File: src/rtl/imm_gen_pipe.sv
// Immediate decoder feeding a DEPTH-entry result FIFO; results appear one cycle after the push.
// in_ready depends only on occupancy (never on out_ready); a full buffer refuses pushes.
module imm_gen_pipe #(
   parameter int XLEN  = 32,
   parameter int DEPTH = 2
) (
   input  logic            clk,
   input  logic            rst_n,
   input  logic            flush,
   input  logic            in_valid,
   output logic            in_ready,
   input  logic [31:0]     in_instr,
   output logic            out_valid,
   input  logic            out_ready,
   output logic [XLEN-1:0] out_imm,
   output logic [2:0]      out_fmt,
   output logic            out_illegal
);
   localparam int PW = $clog2(DEPTH);
   localparam int CW = $clog2(DEPTH) + 1;
   localparam logic [CW-1:0] FULL = CW'(DEPTH);

   localparam logic [2:0] FMT_NONE  = 3'd0;
   localparam logic [2:0] FMT_I     = 3'd1;
   localparam logic [2:0] FMT_S     = 3'd2;
   localparam logic [2:0] FMT_B     = 3'd3;
   localparam logic [2:0] FMT_U     = 3'd4;
   localparam logic [2:0] FMT_J     = 3'd5;
   localparam logic [2:0] FMT_SHAMT = 3'd6;

   logic [6:0]      opcode;
   logic [2:0]      funct3;
   logic [XLEN-1:0] dec_imm;
   logic [2:0]      dec_fmt;
   logic            dec_illegal;

   logic [XLEN-1:0] mem_imm     [DEPTH];
   logic [2:0]      mem_fmt     [DEPTH];
   logic            mem_illegal [DEPTH];

   logic [PW-1:0]   wr_ptr;
   logic [PW-1:0]   rd_ptr;
   logic [CW-1:0]   count;
   logic            ready_en;
   logic            push;
   logic            pop;

   function automatic logic [XLEN-1:0] sext32(input logic [31:0] v);
      return XLEN'($signed(v));
   endfunction

   assign opcode = in_instr[6:0];
   assign funct3 = in_instr[14:12];

   always_comb begin
      dec_imm     = '0;
      dec_fmt     = FMT_NONE;
      dec_illegal = 1'b0;
      case (opcode)
         7'h03, 7'h67: begin
            dec_fmt = FMT_I;
            dec_imm = sext32({{20{in_instr[31]}}, in_instr[31:20]});
         end
         7'h13: begin
            if (funct3 == 3'b001 || funct3 == 3'b101) begin
               // shift amount only: funct7 bits above the shamt field are dropped
               dec_fmt = FMT_SHAMT;
               if (XLEN == 64) dec_imm = sext32({26'b0, in_instr[25:20]});
               else            dec_imm = sext32({27'b0, in_instr[24:20]});
            end else begin
               dec_fmt = FMT_I;
               dec_imm = sext32({{20{in_instr[31]}}, in_instr[31:20]});
            end
         end
         7'h23: begin
            dec_fmt = FMT_S;
            dec_imm = sext32({{20{in_instr[31]}}, in_instr[31:25], in_instr[11:7]});
         end
         7'h63: begin
            dec_fmt = FMT_B;
            dec_imm = sext32({{19{in_instr[31]}}, in_instr[31], in_instr[7],
                              in_instr[30:25], in_instr[11:8], 1'b0});
         end
         7'h37, 7'h17: begin
            dec_fmt = FMT_U;
            dec_imm = sext32({in_instr[31:12], 12'b0});
         end
         7'h6F: begin
            dec_fmt = FMT_J;
            dec_imm = sext32({{11{in_instr[31]}}, in_instr[31], in_instr[19:12],
                              in_instr[20], in_instr[30:21], 1'b0});
         end
         7'h33: ;
         default: dec_illegal = 1'b1;
      endcase
   end

   assign out_valid = (count != '0);
   assign in_ready  = ready_en && (count < FULL);
   assign push      = in_valid && in_ready && !flush;
   assign pop       = out_valid && out_ready;

   // ready_en keeps in_ready low until the first edge after reset release
   always_ff @(posedge clk or negedge rst_n) begin
      if (!rst_n) begin
         ready_en <= 1'b0;
         wr_ptr   <= '0;
         rd_ptr   <= '0;
         count    <= '0;
      end else begin
         ready_en <= 1'b1;
         if (flush) begin
            wr_ptr <= '0;
            rd_ptr <= '0;
            count  <= '0;
         end else begin
            if (push) wr_ptr <= wr_ptr + PW'(1);
            if (pop)  rd_ptr <= rd_ptr + PW'(1);
            count <= count + CW'(push) - CW'(pop);
         end
      end
   end

   always_ff @(posedge clk) begin
      if (push) begin
         mem_imm[wr_ptr]     <= dec_imm;
         mem_fmt[wr_ptr]     <= dec_fmt;
         mem_illegal[wr_ptr] <= dec_illegal;
      end
   end

   assign out_imm     = out_valid ? mem_imm[rd_ptr]     : '0;
   assign out_fmt     = out_valid ? mem_fmt[rd_ptr]     : FMT_NONE;
   assign out_illegal = out_valid ? mem_illegal[rd_ptr] : 1'b0;

endmodule

File: config.mk
export PLATFORM = sky130hd
export DESIGN_NAME = imm_gen_pipe
export DESIGN_NICKNAME = d
export VERILOG_FILES = /design/src/rtl/imm_gen_pipe.sv
export SDC_FILE = /design/constraint.sdc
export NUM_CORES = 1
export LEC_CHECK = 0
export BUFFER_PORTS_ARGS = -buffer_cell sky130_fd_sc_hd__buf_4
export CAP_MARGIN = 20
export CELL_PAD_IN_SITES_DETAIL_PLACEMENT = 2
export CELL_PAD_IN_SITES_GLOBAL_PLACEMENT = 2
export CORE_MARGIN = 2
export CORE_UTILIZATION = 40
export DETAILED_ROUTE_END_ITERATION = 12
export GPL_ROUTABILITY_DRIVEN = 1
export PLACE_DENSITY_LB_ADDON = 0.1
export SYNTH_ARGS = -nofsm -noshare
export SYNTH_HDL_FRONTEND = slang
export SYNTH_SLANG_ARGS = --single-unit
File: constraint.sdc
create_clock -name clk -period 6.05 [get_ports clk]
set_clock_uncertainty 0.15 [all_clocks]
set_input_delay 1.21 -clock clk [delete_from_list [all_inputs] [get_ports clk]]
set_output_delay 1.21 -clock clk [all_outputs]
set_load 0.05 [all_outputs]
# After elaboration in Yosys (flattened, before gate mapping)
# Memory sizes are Yosys's and may differ from the RTL's.
# Index checks and enable logic that the tools add are counted.
[word_totals]
ff_bits = 5
mem_count = 3
out_inout_bits = 38
mem_bits_rw = 72
word_cells = 50
[op_classes]
magnitude_cmp = 1
add_sub_neg = 4
n_eq_ne = 11
n_reduce_logical = 12
n_mux = 15
[mem_list]
columns = ["name", "words", "width", "read_ports", "rd_clocked_by_memory_dff", "write_ports", "line", "source"]
rows = [
  ["mem_imm", 2, 32, 1, 0, 1, "37", "logic [XLEN-1:0] mem_imm [DEPTH];"],
  ["mem_fmt", 2, 3, 1, 0, 1, "38", "logic [2:0] mem_fmt [DEPTH];"],
  ["mem_illegal", 2, 1, 1, 0, 1, "39", "logic mem_illegal [DEPTH];"],
]
[op_table]
columns = ["operator", "n"]
rows = [
  ["$pmux 32 s6", 1],
  ["$mux 32", 2],
  ["$eq 7x6->1 const B", 3],
  ["$eq 7x7->1 const B", 3],
  ["$pmux 3 s6", 1],
  ["$eq 7x5->1 const B", 2],
  ["$reduce_or 9->1", 1],
  ["$mux 1", 8],
  ["$eq 7x2->1 const B", 1],
  ["$mux 3", 2],
  ["$reduce_bool 2->1", 3],
  ["$logic_and 1x1->1", 4],
  ["$reduce_or 2->1", 2],
  ["$eq 3x1->1 const B", 1],
  ["$eq 3x3->1 const B", 1],
  ["$add 1x1->1 const B", 2],
  ["$add 2x1->2", 1],
  ["$lt 2x2->1 const B", 1],
  ["$mux 2", 1],
  ["$sub 2x1->2", 1],
  ["$logic_not 1->1", 1],
  ["$logic_or 1x1->1", 1],
]

# Longest topological paths before layout
[depth]
word_depth = 7
depth_mapped = 8
ltp_nobuf = 8

# Worst setup path after synthesis
# No wires, ideal clock.
[synth_path]
path_type = "reg-to-reg"
from = "register count[1]"
to = "memory mem_fmt[0][0] (enable)"
setup_slack_ps = 2296
stages_incl_launch_ff = 5
required_time_ps = 5471
setup_ps = 429
arrival_time_ps = 3175
path_buffers = 0
path_cell_list = "dfrtp_1 -> nor2b_1 -> nand2_1 -> or2_2 -> nor2_1"
[synth_between]
elab_chain_len = 6
[synth_rtl]
columns = ["item", "line", "source"]
rows = [
  ["from (decl)", "43", "logic [CW-1:0] count;"],
  ["from (signal assigned)", "119", "count <= count + CW'(push) - CW'(pop);"],
  ["$lt 2x2->1", "99", "assign in_ready = ready_en && (count < FULL);"],
  ["$logic_and 1x1->1", "99", ""],
  ["via in_ready", "11", "output logic in_ready,"],
  ["$logic_and 1x1->1 (2 in a row)", "100", "assign push = in_valid && in_ready && !flush;"],
  ["$mux 1", "125", "if (push) begin"],
  ["$mux 1 (implied by the code)", "127", "mem_fmt[wr_ptr] <= dec_fmt;"],
  ["to (decl)", "38", ""],
]
# The timed path passes the listed nets, and every way through them passes these cells.

# Final worst setup path
[layout_path]
from = "register count[0]"
to = "output port out_imm[11]"
[layout_between]
elab_chain_len = 2
[layout_rtl]
columns = ["item", "line", "source"]
rows = [
  ["$reduce_bool 2->1", "98", "assign out_valid = (count != '0);"],
  ["$mux 32", "132", "assign out_imm = out_valid ? mem_imm[rd_ptr] : '0;"],
  ["to (decl)", "15", "output logic [XLEN-1:0] out_imm,"],
]
# No other way between the ends.

==> results summary <==
The flow ran to the end, and the final reports show no timing, DRC or antenna violations. The floorplan step defined a core boundary enclosing 8590 µm². The number of buffers inserted during clock tree synthesis came out at 9. The clock edge transition at the registers on the reported setup and hold paths is 0.09 ns. The die outline height came out at 97.3 µm. The row count came out at 34. The tree built by TritonCTS fans out to 77 sinks. The number of placed I/O pins came out at 75.

The count of nets left with antenna violations once routing finished came out at 0. The number of buffers on the longest clock path is 2. The synthesized netlist occupies a cell area of 3480 µm². The repair_antennas step left the layout with diodes totalling 0. The net switching fraction of the power came out at 37.4%. The count of routing violations after the opening detailed-route iteration came out at 68.

The max-cap violation count came out at 0. The fraction of layout cells with a size suffix above 1 is 31.7%. The post-CTS setup-driven buffer insertion count came out at 0. TritonCTS built the clock tree. The average size of a mapped cell is 14.0 µm². In this run, the clock network consumes 25.5% of the power. The detail-routed via count per cell is 5.20. In the synthesized netlist the dominant register cell turns out to be sky130_fd_sc_hd__edfxtp_1. The setup TNS came out at 0 ns.

The finished layout holds 439 standard cells, fillers aside. Dividing the detail-routed wire length by the instance count gives 20.3 µm. The worst slack at placement is 2.87 ns.

In this run, flip-flops and latches consume 37.9% of the power. In the routed design, unresolved DRC markers number 0. The number of detailed-routing iterations run before antenna repair is 4. The kind of end point of the critical path is a primary output. The CTS H-tree depth came out at 3. The tree is rooted in a sky130_fd_sc_hd__clkbuf_8. The arrival time at the worst endpoint is 1.91 ns. The worst supply voltage drop on vdd came out at 0.151 mV. The wire length reported by the detailed router is 8.90 mm. The routed via count is 2282. Setup repair after global routing left no endpoint under its margin. In the final layout, the multi-input gates occupy 1120 µm². Combinational logic is responsible for 36.6% of the overall power.

After filler insertion, the fill cell instance count of the layout stands at 845. The share of flip-flops with an asynchronous set or reset after synthesis came out at 6.49%. The total die area is 9460 µm². The count of buffers added on input and output ports is 74. The largest net degree at the start of global routing is 38.

The total leakage power is 0.00183 µW. The ratio of total power to cell area is 377 nW/µm². The source-to-sink clock delay at the later pin of the worst-skew pair came out at 0.34 ns. The normalized max-slew margin came out at 40.4%. The sequential cell area is 2290 µm².

Counting flops with a built-in enable in the synthesized netlist gives 72. The slew at the pin closest to its max-slew limit is 0.892 ns. For this design the total switching power over the nets is 623 µW. The number of antenna violations at the first check in global routing came out at 0.

The number of warnings reported in the yosys synthesis log is 0. The via count of the first global-routing pass came out at 2464. The required time of the critical path is 4.69 ns. The total power is 1660 µW. The setup path with the least slack is of type reg2out.

The type of the most critical hold path is in2async. The number of different library cells used by synthesis comes to 39. The detailed-placement wirelength estimate is 5.95 mm. The share of the Yosys chip area taken by registers is 65.8%. The fraction of the cycle the final worst path needs came out at 54.1%. The number of buffers inserted by hold repair at cts came out at 0. The layout net count came out at 365.

The final global-route overflow total is 0. The synthesized instance count came out at 248. The synthesized design contains 77 register bits. The internal power summed over all cells is 1040 µW. Derived from the worst setup path, the maximum achievable clock frequency is 305 MHz. The synthesized net count came out at 287.

In this run the horizontal extent of the chip is 97.3 µm. The minimum period implied by the final worst setup slack is 3.27 ns. The number of max-slew violations in the final report came out at 0. The congestion estimate from routability-driven global placement came to 0.798. The launching element type of the critical path is a flip-flop. In the post-route analysis, the smallest setup slack over all paths is 2.78 ns. The total routing usage reported by global routing is 18.8%. The setup-violating endpoint count in the final report is 0. Once the clock tree was built, the resizer swapped 0 gates to a different size. The core occupancy in the finished layout came out at 51.3%. The number of failing hold endpoints at the final stage came out at 0. The maximum fanout count along the critical path came out at 37. The global-route wire length before repair came out at 13.7 mm. The effective utilization at floorplan came out at 40.5%.

Compared with the post-synthesis result, the final layout area differs by 26.8%. The number of cells in the design after placement came out at 420.
layout by cell type, fill, tap and decap left out, types with 2 or more instances in the layout:
| cell type | netlist | final |
|---|---|---|
| sky130_fd_sc_hd__dfrtp_1 | 5 | 4 |
| sky130_fd_sc_hd__clkbuf_1 | 4 | 2 |
| sky130_fd_sc_hd__a31oi_4 | 2 | 2 |
| sky130_fd_sc_hd__mux2i_1 | 36 | 36 |
| sky130_fd_sc_hd__a22o_1 | 4 | 4 |
| sky130_fd_sc_hd__and2_1 | 8 | 8 |
| sky130_fd_sc_hd__inv_1 | 6 | 6 |
| sky130_fd_sc_hd__nand2_1 | 7 | 7 |
| sky130_fd_sc_hd__buf_12 | 0 | 3 |
| sky130_fd_sc_hd__nor2b_1 | 2 | 2 |
| sky130_fd_sc_hd__nor2_4 | 0 | 3 |
| sky130_fd_sc_hd__clkbuf_8 | 0 | 9 |
| sky130_fd_sc_hd__nor2_1 | 44 | 42 |
| sky130_fd_sc_hd__xnor2_1 | 3 | 3 |
| sky130_fd_sc_hd__a21o_1 | 21 | 21 |
| sky130_fd_sc_hd__edfxtp_1 | 72 | 72 |
| sky130_fd_sc_hd__o21ai_0 | 3 | 3 |
| sky130_fd_sc_hd__ha_1 | 2 | 2 |
| sky130_fd_sc_hd__clkinvlp_4 | 0 | 2 |
| sky130_fd_sc_hd__buf_4 | 0 | 75 |
| sky130_fd_sc_hd__bufinv_16 | 0 | 2 |
kinds of logic (layout without fill, tap and decap cells):
| group | after synthesis | after routing | synth area share (%) |
|---|---|---|---|
| DFF | 77 | 77 | 65.8 |
| and+or+nand+nor | 73 | 73 | 10.7 |
| AOI/OAI and AO/OA | 37 | 37 | 8.78 |
| muxes | 36 | 36 | 10.4 |
| buffers and inverters | 18 | 101 | 2.55 |
| xor gates and xnor gates | 4 | 4 | 1.01 |
| adders and majority gates | 2 | 2 | 0.719 |
| other | 1 | 1 | 0.108 |
per-layer routing:
layer  GRT usage, %  vias to the layer above  routed length, µm
met3           2.95                       12                276
met5              0                        -                  0
met1           23.4                     1155               3740
li1               -                     1062                  -
met4           5.24                        0                115
met2           34.1                       53               4770
state kept, by name, indices dropped and copies added (netlist names):
register	cells
wr_ptr	1
mem_fmt	6
mem_imm	64
ready_en	1
mem_illegal	2
count	2
rd_ptr	1
power groups by stage:
stage                     registers (µW)  clock network, µW  logic, µW
after floorplan                      626                  0        437
after CTS                            672                434        565
after global placement               682                  0        550
after global routing                 635                455        646
final                                632                424        609
after detailed placement             684                  0        563
final timing paths:
check / slack (ns) / cells after the start / end / start
max: 2.78 / 3 / out_imm[11] / count[0]$_DFF_PN0_
min: 0.50 / 1 / count[0]$_DFF_PN0_ / rst_n
max reg2reg: 3.46 / 7 / count[0]$_DFF_PN0_ / count[0]$_DFF_PN0_
min reg2reg: 0.57 / 1 / mem_imm[0][29]$_DFFE_PP_ / wr_ptr$_DFFE_PN0P_
max in group asynchronous: 5.12 / 1 / ready_en$_DFF_PN0_ / rst_n
min in group clk: 0.57 / 1 / mem_imm[0][29]$_DFFE_PP_ / wr_ptr$_DFFE_PN0P_
cell usage after synthesis (2+ instances only):
cell	count	area (µm²)
sky130_fd_sc_hd__a21o_1	21	158
sky130_fd_sc_hd__a22o_1	4	35.0
sky130_fd_sc_hd__a31oi_4	2	42.5
sky130_fd_sc_hd__and2_1	8	50.1
sky130_fd_sc_hd__buf_2	5	25.0
sky130_fd_sc_hd__buf_6	2	22.5
sky130_fd_sc_hd__clkbuf_1	4	15.0
sky130_fd_sc_hd__dfrtp_1	5	125
sky130_fd_sc_hd__edfxtp_1	72	2160
sky130_fd_sc_hd__ha_1	2	25.0
sky130_fd_sc_hd__inv_1	6	22.5
sky130_fd_sc_hd__mux2i_1	36	360
sky130_fd_sc_hd__nand2_1	7	26.3
sky130_fd_sc_hd__nor2_1	44	165
sky130_fd_sc_hd__nor2b_1	2	12.5
sky130_fd_sc_hd__o21ai_0	3	15.0
sky130_fd_sc_hd__xnor2_1	3	26.3
critical path, stage by stage (launching register included):
cell and delay [ns]:
sky130_fd_sc_hd__dfrtp_1 0.42, sky130_fd_sc_hd__nor2_4 0.71, sky130_fd_sc_hd__nor2_1 0.18, sky130_fd_sc_hd__buf_4 0.24
metrics by stage:
stage | hold slack, ns | cell area (µm²)
finish | 0.500 | 4410
global route | 0.486 | 4410
CTS | 0.494 | 4350
detailed placement | 0.587 | 4140
global placement | 0.514 | 4140
floorplan | 0.433 | 3480
final cells by class:
class                      count  area share (%)
sequential                    77            51.9
tap                          108            3.06
clock inverter                 5            1.90
clock buffer                  11            2.98
inverter                       7           0.596
multi-input combinational    153            25.4
timing repair buffer          78            14.1
No activity file was read; power rests on OpenSTA's default activity.
